File: src/rtl/block_serial_sub.sv
// Block-serial subtractor: resolves VALENCY bits per cycle with in-block borrow lookahead.
// Optional signed-overflow output OVF is compiled in with `define BLOCK_SERIAL_SUB_OVERFLOW_EN.
module block_serial_sub #(
  parameter int SIZE    = 16,
  parameter int VALENCY = 4
) (
  input  logic          CLK,
  input  logic          RST_N,
  input  logic          START,
  input  logic [SIZE:1] A,
  input  logic [SIZE:1] B,
  input  logic          BIN,
  output logic          BUSY,
  output logic          DONE,
  output logic [SIZE:1] DIFF,
  output logic          BOUT
`ifdef BLOCK_SERIAL_SUB_OVERFLOW_EN
  ,
  output logic          OVF
`endif
);

  localparam int NBLK  = SIZE / VALENCY;
  localparam int CNT_W = (NBLK > 1) ? $clog2(NBLK) : 1;

  typedef enum logic [1:0] {IDLE, RUN, FIN} state_t;

  state_t                 state, state_nxt;
  logic [CNT_W-1:0]       cnt;
  logic                   brw;
  logic [SIZE-1:0]        a_r, b_r, acc;
  logic [VALENCY-1:0]     blk_diff;
  logic                   blk_bout;
  logic                   last_blk;
  logic                   launch;
  logic [SIZE+VALENCY-1:0] acc_cat;
  logic [SIZE-1:0]        acc_nxt;

  // Borrow lookahead over one block: generate where a=0,b=1; propagate where a==b.
  function automatic logic [VALENCY:0] blk_sub(input logic [VALENCY-1:0] a,
                                               input logic [VALENCY-1:0] b,
                                               input logic               bin);
    logic [VALENCY-1:0] g, p, d;
    logic [VALENCY:0]   c;
    g    = ~a & b;
    p    = ~(a ^ b);
    c[0] = bin;
    for (int i = 0; i < VALENCY; i++) c[i+1] = g[i] | (p[i] & c[i]);
    d = ~p ^ c[VALENCY-1:0];
    return {c[VALENCY], d};
  endfunction

  // Operands shift right each RUN cycle, so the active block is always the low VALENCY bits.
  assign {blk_bout, blk_diff} = blk_sub(a_r[VALENCY-1:0], b_r[VALENCY-1:0], brw);
  assign acc_cat  = {blk_diff, acc};
  assign acc_nxt  = acc_cat[SIZE+VALENCY-1:VALENCY];
  assign last_blk = (cnt == CNT_W'(NBLK - 1));
  assign launch   = (state != RUN) && START;
  assign BUSY     = (state == RUN);
  assign DONE     = (state == FIN);

  always_comb begin
    state_nxt = state;
    unique case (state)
      IDLE, FIN: state_nxt = START ? RUN : IDLE;
      RUN:       if (last_blk) state_nxt = FIN;
      default:   state_nxt = IDLE;
    endcase
  end

  always_ff @(posedge CLK or negedge RST_N) begin
    if (!RST_N) begin
      state <= IDLE;
      cnt   <= '0;
      brw   <= 1'b0;
      DIFF  <= '0;
      BOUT  <= 1'b0;
`ifdef BLOCK_SERIAL_SUB_OVERFLOW_EN
      OVF   <= 1'b0;
`endif
    end else begin
      state <= state_nxt;
      if (launch) begin
        cnt <= '0;
        brw <= BIN;
      end else if (state == RUN) begin
        cnt <= cnt + 1'b1;
        brw <= blk_bout;
        if (last_blk) begin
          DIFF <= acc_nxt;
          BOUT <= blk_bout;
`ifdef BLOCK_SERIAL_SUB_OVERFLOW_EN
          // On the last block the low operand bits are the original sign bits.
          OVF  <= (a_r[VALENCY-1] & ~b_r[VALENCY-1] & ~blk_diff[VALENCY-1]) |
                  (~a_r[VALENCY-1] & b_r[VALENCY-1] & blk_diff[VALENCY-1]);
`endif
        end
      end
    end
  end

  always_ff @(posedge CLK) begin
    if (launch) begin
      a_r <= A;
      b_r <= B;
    end else if (state == RUN) begin
      a_r <= a_r >> VALENCY;
      b_r <= b_r >> VALENCY;
      acc <= acc_nxt;
    end
  end

endmodule

File: config.mk
export PLATFORM = sky130hd
export DESIGN_NAME = block_serial_sub
export DESIGN_NICKNAME = d
export VERILOG_FILES = /design/src/rtl/block_serial_sub.sv
export SDC_FILE = /design/constraint.sdc
export NUM_CORES = 1
export LEC_CHECK = 0
export BUFFER_PORTS_ARGS = -buffer_cell sky130_fd_sc_hd__buf_2
export CAP_MARGIN = 20
export CORE_ASPECT_RATIO = 0.9
export CORE_UTILIZATION = 54
export DETAILED_ROUTE_END_ITERATION = 7
export PLACE_DENSITY = 0.78
export SLEW_MARGIN = 10
export SYNTH_ARGS = -nofsm -noshare
export SYNTH_HDL_FRONTEND = slang
export SYNTH_SLANG_ARGS = --single-unit
File: constraint.sdc
create_clock -name CLK -period 3 [get_ports CLK]
set_input_delay 0.3 -clock CLK [delete_from_list [all_inputs] [get_ports CLK]]
set_output_delay 0.3 -clock CLK [all_outputs]
set_load 0.01 [all_outputs]
## Word-level counts from Yosys, hierarchy flattened

Index checks and enable logic that the tools add are counted.

- Add/subtract/negate cells: 1
- Equality and inequality tests: 5
- Muxes and demuxes: 11
- Bitwise logic cells: 15
- Reductions and logical operators: 6

Operators with widths:

| operator | count |
|---|---|
| two-way mux 16 bit | 4 |
| inverter 4 bit | 3 |
| bitwise XOR 4 bit | 2 |
| two-way mux 2 bit | 3 |
| bitwise AND 1 bit | 4 |
| bitwise AND 4 bit | 1 |
| == test 2 bit, second input constant | 2 |
| != test 2 x 1 -> 1 bit, second input constant | 2 |
| OR 1 bit | 4 |
| one-hot mux 2 bit (2 select lines) | 1 |
| two-way mux 1 bit | 3 |
| AND reduction 3 bit | 1 |
| adder 2 x 1 -> 2 bit, second input constant | 1 |
| == test 2 x 1 -> 1 bit, second input constant | 1 |
| zero test 2 bit | 1 |
| AND reduction 2 bit | 1 |
| nonzero test 2 bit | 1 |
| OR reduction 2 bit | 1 |
| logical AND 1 bit | 1 |
| inverter 1 bit | 1 |

- Bits in registers: 70
- Input bits: 36
- Logic and storage cells: 46

## Depth between registers and ports, before layout

Gate-level depths: netlist of run 1.

- Depth in word-level cells: 12
- Mapped depth: 8
- Gate-level depth less buffers: 8

## Worst setup path after synthesis of run 1

OpenSTA, ideal clock, no wires.

- Path type: register -> register
- Start: register brw
- End: register DIFF[16] (netlist bit)
- Arrival time: 2,091 ps
- Slack: 783 ps
- Stages on the path, launching flop included: 9
- Period minus slack after synthesis: 2,217 ps
- Cells stage by stage: dfrtp_1 inv_1 fa_1 inv_1 fa_1 fa_1 inv_1 fa_1 mux2_4

- Cells in the longest elaborated chain, start to end: 7

Ends and longest elaborated chain:

| what | RTL line | source |
|---|---|---|
| start, declared | 30 | `logic brw;` |
| start signal, assigned | 88 | `brw <= blk_bout;` |
| bitwise AND 1 bit | 48 | `for (int i = 0; i < VALENCY; i++) c[i+1] = g[i] \| (p[i] & c[i]);` |
| OR 1 bit | 48 |  |
| bitwise AND 1 bit | 48 |  |
| OR 1 bit | 48 |  |
| bitwise AND 1 bit | 48 |  |
| OR 1 bit | 48 |  |
| bitwise XOR 4 bit | 49 | `d = ~p ^ c[VALENCY-1:0];` |
| net blk_diff[3] | 32 | `logic [VALENCY-1:0] blk_diff;` |
| end signal, assigned | 90 | `DIFF <= acc_nxt;` |
| end, declared | 15 | `output logic [SIZE:1] DIFF,` |

The timed path passes the listed nets, and every way through them passes these cells.
A chain may end at the register's enable or synchronous reset.

## Worst setup path in the final report of run 1

Same ends and word-level chain as after synthesis.

==> impl.org, run 1 <==
** Global route
- The first global-routing pass estimated 6690 um of wire.
- In the global route stage, overall resource usage came out at 17.1%.
- Largest net degree at the start of global routing :: 33
- Number of global-route vias before repair :: 1437
- Number of antenna violations at the first check in global routing :: 0
- Final global-route overflow total :: 0

** Finish
- Area growth from synthesis to layout :: 17.5%
- Nets :: 257
- ANT cells :: 0
- Most common cell after layout, fill and taps aside :: buf_2
- Top library cells by usage in the layout, fill and taps aside :: buf_2, edfxtp_1, mux2_4
- The post-route netlist has 49.5% of its cells at a drive strength greater than 1.
- Filler Cell Count :: 350

** Critical path
- Category of the worst setup path capture point :: flip-flop
- On the critical path, the stage with the largest delay is an instance of fa_1.
- Signal arrival time at the worst endpoint :: 2.60 ns
- The startpoint identified for the worst register-to-register timing path is brw$_DFFE_PN0P_.
- End of the critical path :: DIFF[16]$_DFFE_PN0P_
- In this run the worst setup path begins at brw$_DFFE_PN0P_.
- By startpoint and endpoint, the worst setup path is classified as reg -> reg.
- Required time of the critical path :: 3.22 ns
- Walking the worst path, the cells encountered are inv_1 > fa_1 > inv_1 > fa_1 > fa_1 > inv_1 > fa_1 > mux2_4.
- Cell count of the worst reg-to-reg path :: 8
- The worst register-to-register path ends at DIFF[16]$_DFFE_PN0P_.
- Reg-to-reg setup timing slack :: 0.63 ns
- Critical path fanouts, max :: 2
- Highest cell delay on the worst timing path :: 0.42 ns
- STA classifies the critical path startpoint as a flip-flop.
- Cell repeated most along the worst path :: fa_1

** STA
- After layout, the minimum clock period comes to 2.37 ns.
- The hold violation count in the final report was 0.
- Clock skew on the completed layout was measured at 0.00837 ns.
- Final period util :: 79.1%
- The number of max-slew violations in the final report came to 0.
- Setup repair after global routing left no endpoint under its margin.
- Derived from the worst setup path, the maximum achievable clock frequency is 421 MHz.
- Hold is met by 0.259 ns.
- Total Negative Setup Slacks :: 0 ns
- Setup violations remaining at the end of the flow were counted as 0.
- Worst slew margin relative to its limit :: 56.6%
- At the pin with the least slew margin, the transition time is 0.648 ns.

** Power
- Leakage power :: 1.58 nW
- For this design the total switching power over the nets is 0.00106 W.
- The clock network is responsible for 18.5% of the overall power.
- Reg power frac :: 48.3%
- In this run the power density over the cells is 1120 nW/um2.
- Largest voltage drop on the vdd net :: 508 uV
- Net switching is 28.9% of the power.
- Power Internal :: 0.00261 W
- Per report_power, the combinational group accounts for 33.2% of the total.

** Yosys
- Top cells by area in the synthesized netlist :: edfxtp_1, dfrtp_1, mux2_4
- After synthesis the cells add up to 2790 um2.
- Seq/Total Area, Yosys :: 67.0%
- Counting flops with a built-in enable in the synthesized netlist gives 44.
- Synth Register Bits :: 66
- In this run, distinct cell masters in the synthesized netlist total 21.
- Mean Syn Cell Area :: 18.0 um2
- The biggest area contributor in the post-synthesis netlist is edfxtp_1.
- Cell count after synthesis :: 155
- Asr flop ratio synth :: 33.3%
- During synthesis, Yosys emitted a total of 0 warnings.
- When the netlist entered floorplanning its net count stood at 196.
- Among all flip-flop cells after synthesis, the most frequent one is edfxtp_1.
- Post-synth top area share :: 47.3%

** Floorplan
- The die is 70.2 um tall.
- Initial standard-cell utilization of the core :: 57.1%
- The die is 77.8 um wide.
- The die covers 5460 um2.
- The floorplan has 24 rows.
- During I/O placement, the number of pins put on the boundary was 55.
- Core area :: 4890 um2

** Placement
- The wire-length estimate of the detail-placed layout is 2750 um.
- Count of input and output buffers :: 54
- Gpl congestion :: 0.691

** Hold path
- The min-delay analysis places its worst path in the category in -> reg.

** CTS
- Number of buffers created by CTS :: 9
- Depth of the CTS H-tree :: 3
- Clk buf depth :: 2
- Clock tree synthesis selected as its root buffer the cell clkbuf_8.
- Clock latency reported for the late side of the worst-skew pair :: 0.34 ns
- TritonCTS built the clock tree.
- After clock tree synthesis, the clock-pin slew on the worst setup and hold paths is 0.07 ns.
- CTS saw 66 sinks.

** Routing
- The detailed router finished its first iteration with 49 violations.
- The count of nets left with antenna violations once routing finished came out at 0.
- Detailed routing inserted a total of 1424 vias.
- Routed length per placed instance :: 14.7 um
- For this block, the routed nets add up to 4180 um of wire.
- Number of detailed-routing iterations run before antenna repair :: 4
- Using the TritonRoute via totals, the vias-per-cell ratio works out to 5.00.
- Post-detailed-route DRC marker count :: 0

** Outcome
- Result of the run :: completed

** Job
- Max cap viols :: 0
power groups by stage:
stage / combinational, W / sequential, W / clock (W)
after CTS: 0.00124 / 0.00177 / 0.000692
after detailed placement: 0.00123 / 0.00179 / 0
after global placement: 0.00119 / 0.00176 / 0
final: 0.00122 / 0.00177 / 0.000676
after floorplan: 0.000891 / 0.00180 / 0
after global routing: 0.00134 / 0.00182 / 0.000735
worst min-delay path by stage:
stage	start	endpoint	slack [ns]	cells past startpoint
CTS	B[9]	b_r[8]$_DFFE_PP_	0.25	2
floorplan	RST_N	BOUT$_DFFE_PN0P_	0.004	0
finish	B[11]	b_r[10]$_DFFE_PP_	0.26	2
detailed placement	RST_N	DIFF[3]$_DFFE_PN0P_	0.30	1
global route	B[11]	b_r[10]$_DFFE_PP_	0.24	2
global placement	RST_N	DIFF[3]$_DFFE_PN0P_	0.29	1
flip-flops by register name (all words and copies together) (netlist names):
signal  flops
BOUT        1
cnt         2
DIFF       16
state       2
a_r        16
acc        12
b_r        16
brw         1
routing by layer:
layer | wire length [um] | vias up | share of wire (%) | track usage [%]
met5 | 0 | - | 0 | 0
met4 | 57 | 0 | 1.4 | 5.66
met3 | 314 | 7 | 7.5 | 9.02
met2 | 2090 | 53 | 50 | 28.0
met1 | 1720 | 685 | 41 | 19.1
li1 | - | 679 | - | -
final cells by class:
type                       count  area [um2]  share of cell area [%]
clock buffer                  13         170                    5.18
clock inverter                 2        10.0                   0.305
inverter                      12        45.0                    1.37
multi-input combinational     71         816                    24.9
sequential                    66        1870                    57.0
tap                           65        81.3                    2.48
timing repair buffer          56         288                    8.77
cells by family after synthesis:
family,Yosys count,synth area share (%)
AOI/OAI and AO/OA,7,1.48
adders and majority gates,5,3.32
buffers and inverters,18,3.76
DFF,66,67.0
muxes,38,19.8
and+or+nand+nor,21,4.66
cell usage after synthesis, drive strengths merged (2+ instances only):
master	count
edfxtp	44
mux2	38
inv	12
clkbuf	2
buf	4
o21ai	4
nand3	2
fa	4
and3	8
dfrtp	22
nand2	8
worst max-delay path, delay by kind of cell (launching register included):
kind | cells | cell delay (ns)
buffers and inverters | 3 | 0.23
muxes | 1 | 0.28
adders and majority gates | 4 | 1.39
DFF | 1 | 0.36
timing repair:
| item | 4_1_cts | 5_1_grt |
|---|---|---|
| endpoints found under the hold margin | 22 | 0 |
| setup buffers | 0 | 0 |
| hold buffers | 1 | 0 |
| resized for setup | 0 | 0 |
through the flow:
| step | setup slack [ns] | utilization, % | power (W) | cells | instance area, um2 |
|---|---|---|---|---|---|
| 2_1_floorplan | 0.783 | - | 0.00269 | 155 | 2790 |
| 3_3_place_gp | 0.726 | 63.2 | 0.00295 | 269 | 3090 |
| 3_5_place_dp | 0.661 | 63.2 | 0.00302 | 269 | 3090 |
| 4_1_cts | 0.614 | 67.1 | 0.00371 | 285 | 3280 |
| 5_1_grt | 0.561 | 67.1 | 0.00390 | 285 | 3280 |
| 6_report | 0.627 | 67.1 | 0.00366 | 285 | 3280 |
No activity file was read; power rests on OpenSTA's default activity.
==> inputs of run 2 (changes only) <==
- clock period: 3 -> 2.2 ns (I/O delays scaled with it)
==> run 2 against run 1 <==
Compared with the run above: the flow now finishes with violations (negative setup slack); highest routed layer unchanged; maximum frequency up 7.0%; combinational power is 39% higher; design area up 0.19%; largest power group unchanged; first-iteration DRC count is 47% higher; final cell count rose by 1.1%.
==> impl.org, run 2 (synthesis results as in run 1) <==
** STA
- The hold violation count in the final report is 0 (unchanged).
- # setup viols final :: 1 (+1)
- Final Slew Violations :: 0 (unchanged)
- Worst path setup slack after routing :: -0.0173 ns (-0.644 ns)
- Setup repair after global routing could not meet its margin everywhere.
- The worst clock skew came to 0.00498 ns (-0.00339 ns).
- The post-route setup TNS was -0.0173 ns (-0.0173 ns).
- Final period util :: 101% (+22 points)
- Slew of the pin with the lowest slew margin :: 0.615 ns (-0.0329 ns)
- The maximum clock rate came to 451 MHz (+7.0%).
- The minimum clock period was 2.22 ns (-0.156 ns).
- The worst slew margin relative to its limit is 59.0% (+2.4 points).

** Global route
- The number of antenna violations at the first check in global routing is 0 (unchanged).
- Largest net degree at the start of global routing :: 33 (unchanged)
- The total grt overflow is 0 (unchanged).
- The global-route wire length before repair was 6470 um (-3.4%).
- The via count of the first global-routing pass came to 1445 (+0.56%).
- Combined global-route utilization of all metal layers :: 16.4% (-0.68 points)

** Routing
- The met2 layer wire length in the routed design came to 2000 um (-4.3%).
- Number of DRC markers after the initial detailed-route iteration :: 72 (+47%)
- Total Routed Length :: 4020 um (-3.7%)
- Highest metal used :: met4
- Via density :: 4.92 (-1.6%)
- Via total after detailed routing :: 1416 (-0.56%)
- The routed length on met3 is 301 um (-4.1%).
- Post-detailed-route DRC marker count :: 0 (unchanged)
- The length of routed wiring on met1 is 1710 um (-0.52%).
- The remaining antenna violation count after routing is 0 (unchanged).
- Routed length per placed instance :: 14.0 um (-4.7%)
- The first-pass iteration count of the detailed router came to 4 (unchanged).

** Critical path
- Highest cell delay on the worst timing path :: 0.43 ns (about the same)
- The worst path buffer plus inverter count is 3 (unchanged).
- Critical-path cell with the highest stage delay :: fa_1
- Cell count of the worst reg-to-reg path :: 8 (unchanged)
- Critical path, cell by cell :: inv_2 > fa_1 > inv_1 > fa_2 > fa_2 > inv_2 > fa_1 > mux2_4
- The critical-path maximum fanout is 2 (unchanged).
- Cell count along the critical path :: 8 (unchanged)
- The worst setup path is captured at a flip-flop.
- Signal arrival time at the worst endpoint :: 2.43 ns (-0.17 ns)
- STA classifies the critical path startpoint as a flip-flop.
- The worst setup path is of the reg -> reg kind.
- Required time of the critical path :: 2.42 ns (-0.80 ns)
- The kind of cell with the highest combined delay along the critical path is adder cells.

** Floorplan
- The width of the chip was 77.8 um (unchanged).
- Placement Rows :: 24 (unchanged)
- Core area :: 4890 um2 (unchanged)
- Ports placed on the boundary :: 55 (unchanged)
- The die footprint was 5460 um2 (unchanged).
- The vertical extent of the die came to 70.2 um (unchanged).
- The starting density of the core was 57.1% (unchanged).

** Finish
- The fill cell instance count of the final layout is 355 (+1.4%).
- Leaving out fill and tap cells, the most frequent cell in the layout is buf_2.
- The diode insertion count for antenna repair came to 0 (unchanged).
- The finished layout cell area came to 3290 um2 (+0.19%).
- Biggest registers after layout :: DIFF x16, a_r x16, b_r x16
- Area growth from synthesis to layout :: 17.7%
- Multi-input gate area in the final layout :: 821 um2 (+0.61%)
- Register area :: 1870 um2 (unchanged)
- Fraction of layout instances using a drive strength above 1 :: 51.1% (+1.6 points)
- The library cells used most frequently in the layout, excluding fill and tap cells, are buf_2, edfxtp_1, mux2_4.
- Nets :: 259 (+0.78%)

** Power
- Leakage power :: 1.58 nW (about the same)
- The power after layout was 0.00493 W (+34%).
- Power density relative to cell area :: 1500 nW/um2 (+34%)
- Largest voltage drop on the vdd net :: 660 uV (+30%)

** CTS
- Clk buf depth :: 2 (unchanged)
- Clock transition at the registers of the reported paths :: 0.07 ns (about the same)
- TritonCTS built the clock tree.
- Post-CTS setup-driven buffer insertion count :: 0 (unchanged)
- The number of clock sinks is 66 (unchanged).
- Number of buffers created by CTS :: 9 (unchanged)
- Depth of the CTS H-tree :: 3 (unchanged)
- Clock tree root driver cell :: clkbuf_8
- The insertion delay to the later sink of the worst-skew pair was 0.33 ns (about the same).

** Placement
- The post-DP HPWL was 2690 um (-2.4%).
- The standard cell area after detailed placement is 3120 um2 (+0.89%).
- Worst slack at placement :: -0.0858 ns (-0.747 ns)
- Gpl congestion :: 0.680 (-1.6%)
- Count of input and output buffers :: 54 (unchanged)

** Hold path
- The path class of the tightest hold or removal check is in -> reg.
- The worst hold path stage count came to 2 (unchanged).

** Outcome
- Violations in the final reports :: negative setup slack
- Result of the run :: finished with violations

** Job
- Max cap viols :: 0 (unchanged)
run 2: changes by cell type in the layout (fill, tap and decap cells not counted), sizes merged:
cell and delta:
clkinv +2, buf +2, clkbuf -1
run 2: what timing repair did:
| action | 4_1_cts | 5_1_grt |
|---|---|---|
| endpoints found under the hold margin | 22 | 0 |
| pin swaps | 0 | 1 |
| resized for setup | 2 | 1 |
| hold buffers | 1 | 0 |
| endpoints found under the setup margin | 1 | 1 |
run 2: layer usage:
layer	track usage, %	vias up
li1	-	687
met1	18.1	677
met2	27.1	50
met3	8.24	2
met4	6.29	0
met5	0	-
run 2: worst paths after layout:
path,endpoint,slack [ns],start
max,DIFF[16]$_DFFE_PN0P_,-0.02,brw$_DFFE_PN0P_
min reg2reg,acc[7]$_DFFE_PP_,0.45,acc[11]$_DFFE_PP_
min,a_r[8]$_DFFE_PP_,0.18,A[9]
max reg2reg,DIFF[16]$_DFFE_PN0P_,-0.02,brw$_DFFE_PN0P_
min in group asynchronous,DIFF[3]$_DFFE_PN0P_,0.39,RST_N
max in group asynchronous,DIFF[1]$_DFFE_PN0P_,1.47,RST_N
run 2: final cells by class:
class | instances | share of cell area [%]
clock buffers | 12 | 4.11
flip-flops and latches | 66 | 56.9
repair buffers | 58 | 9.59
inverters | 12 | 1.37
clock inverters | 4 | 0.571
well taps | 65 | 2.47
multi-input cells | 71 | 25.0
run 2: through the flow:
stage / utilization [%] / hold slack (ns) / instances
after CTS: 67.2 / 0.166 / 288
after global routing: 67.2 / 0.156 / 288
after detailed placement: 63.7 / 0.216 / 271
after global placement: 63.7 / 0.213 / 271
after floorplan: - / -0.0756 / 155
final: 67.2 / 0.181 / 288
run 2: where the power goes:
part	switching (W)	leakage, nW	total [W]	internal (W)
combinational	0.000769	0.776	0.00170	0.000931
sequential	0.000249	0.725	0.00241	0.00216
clock	0.000416	0.0816	0.000816	0.000400
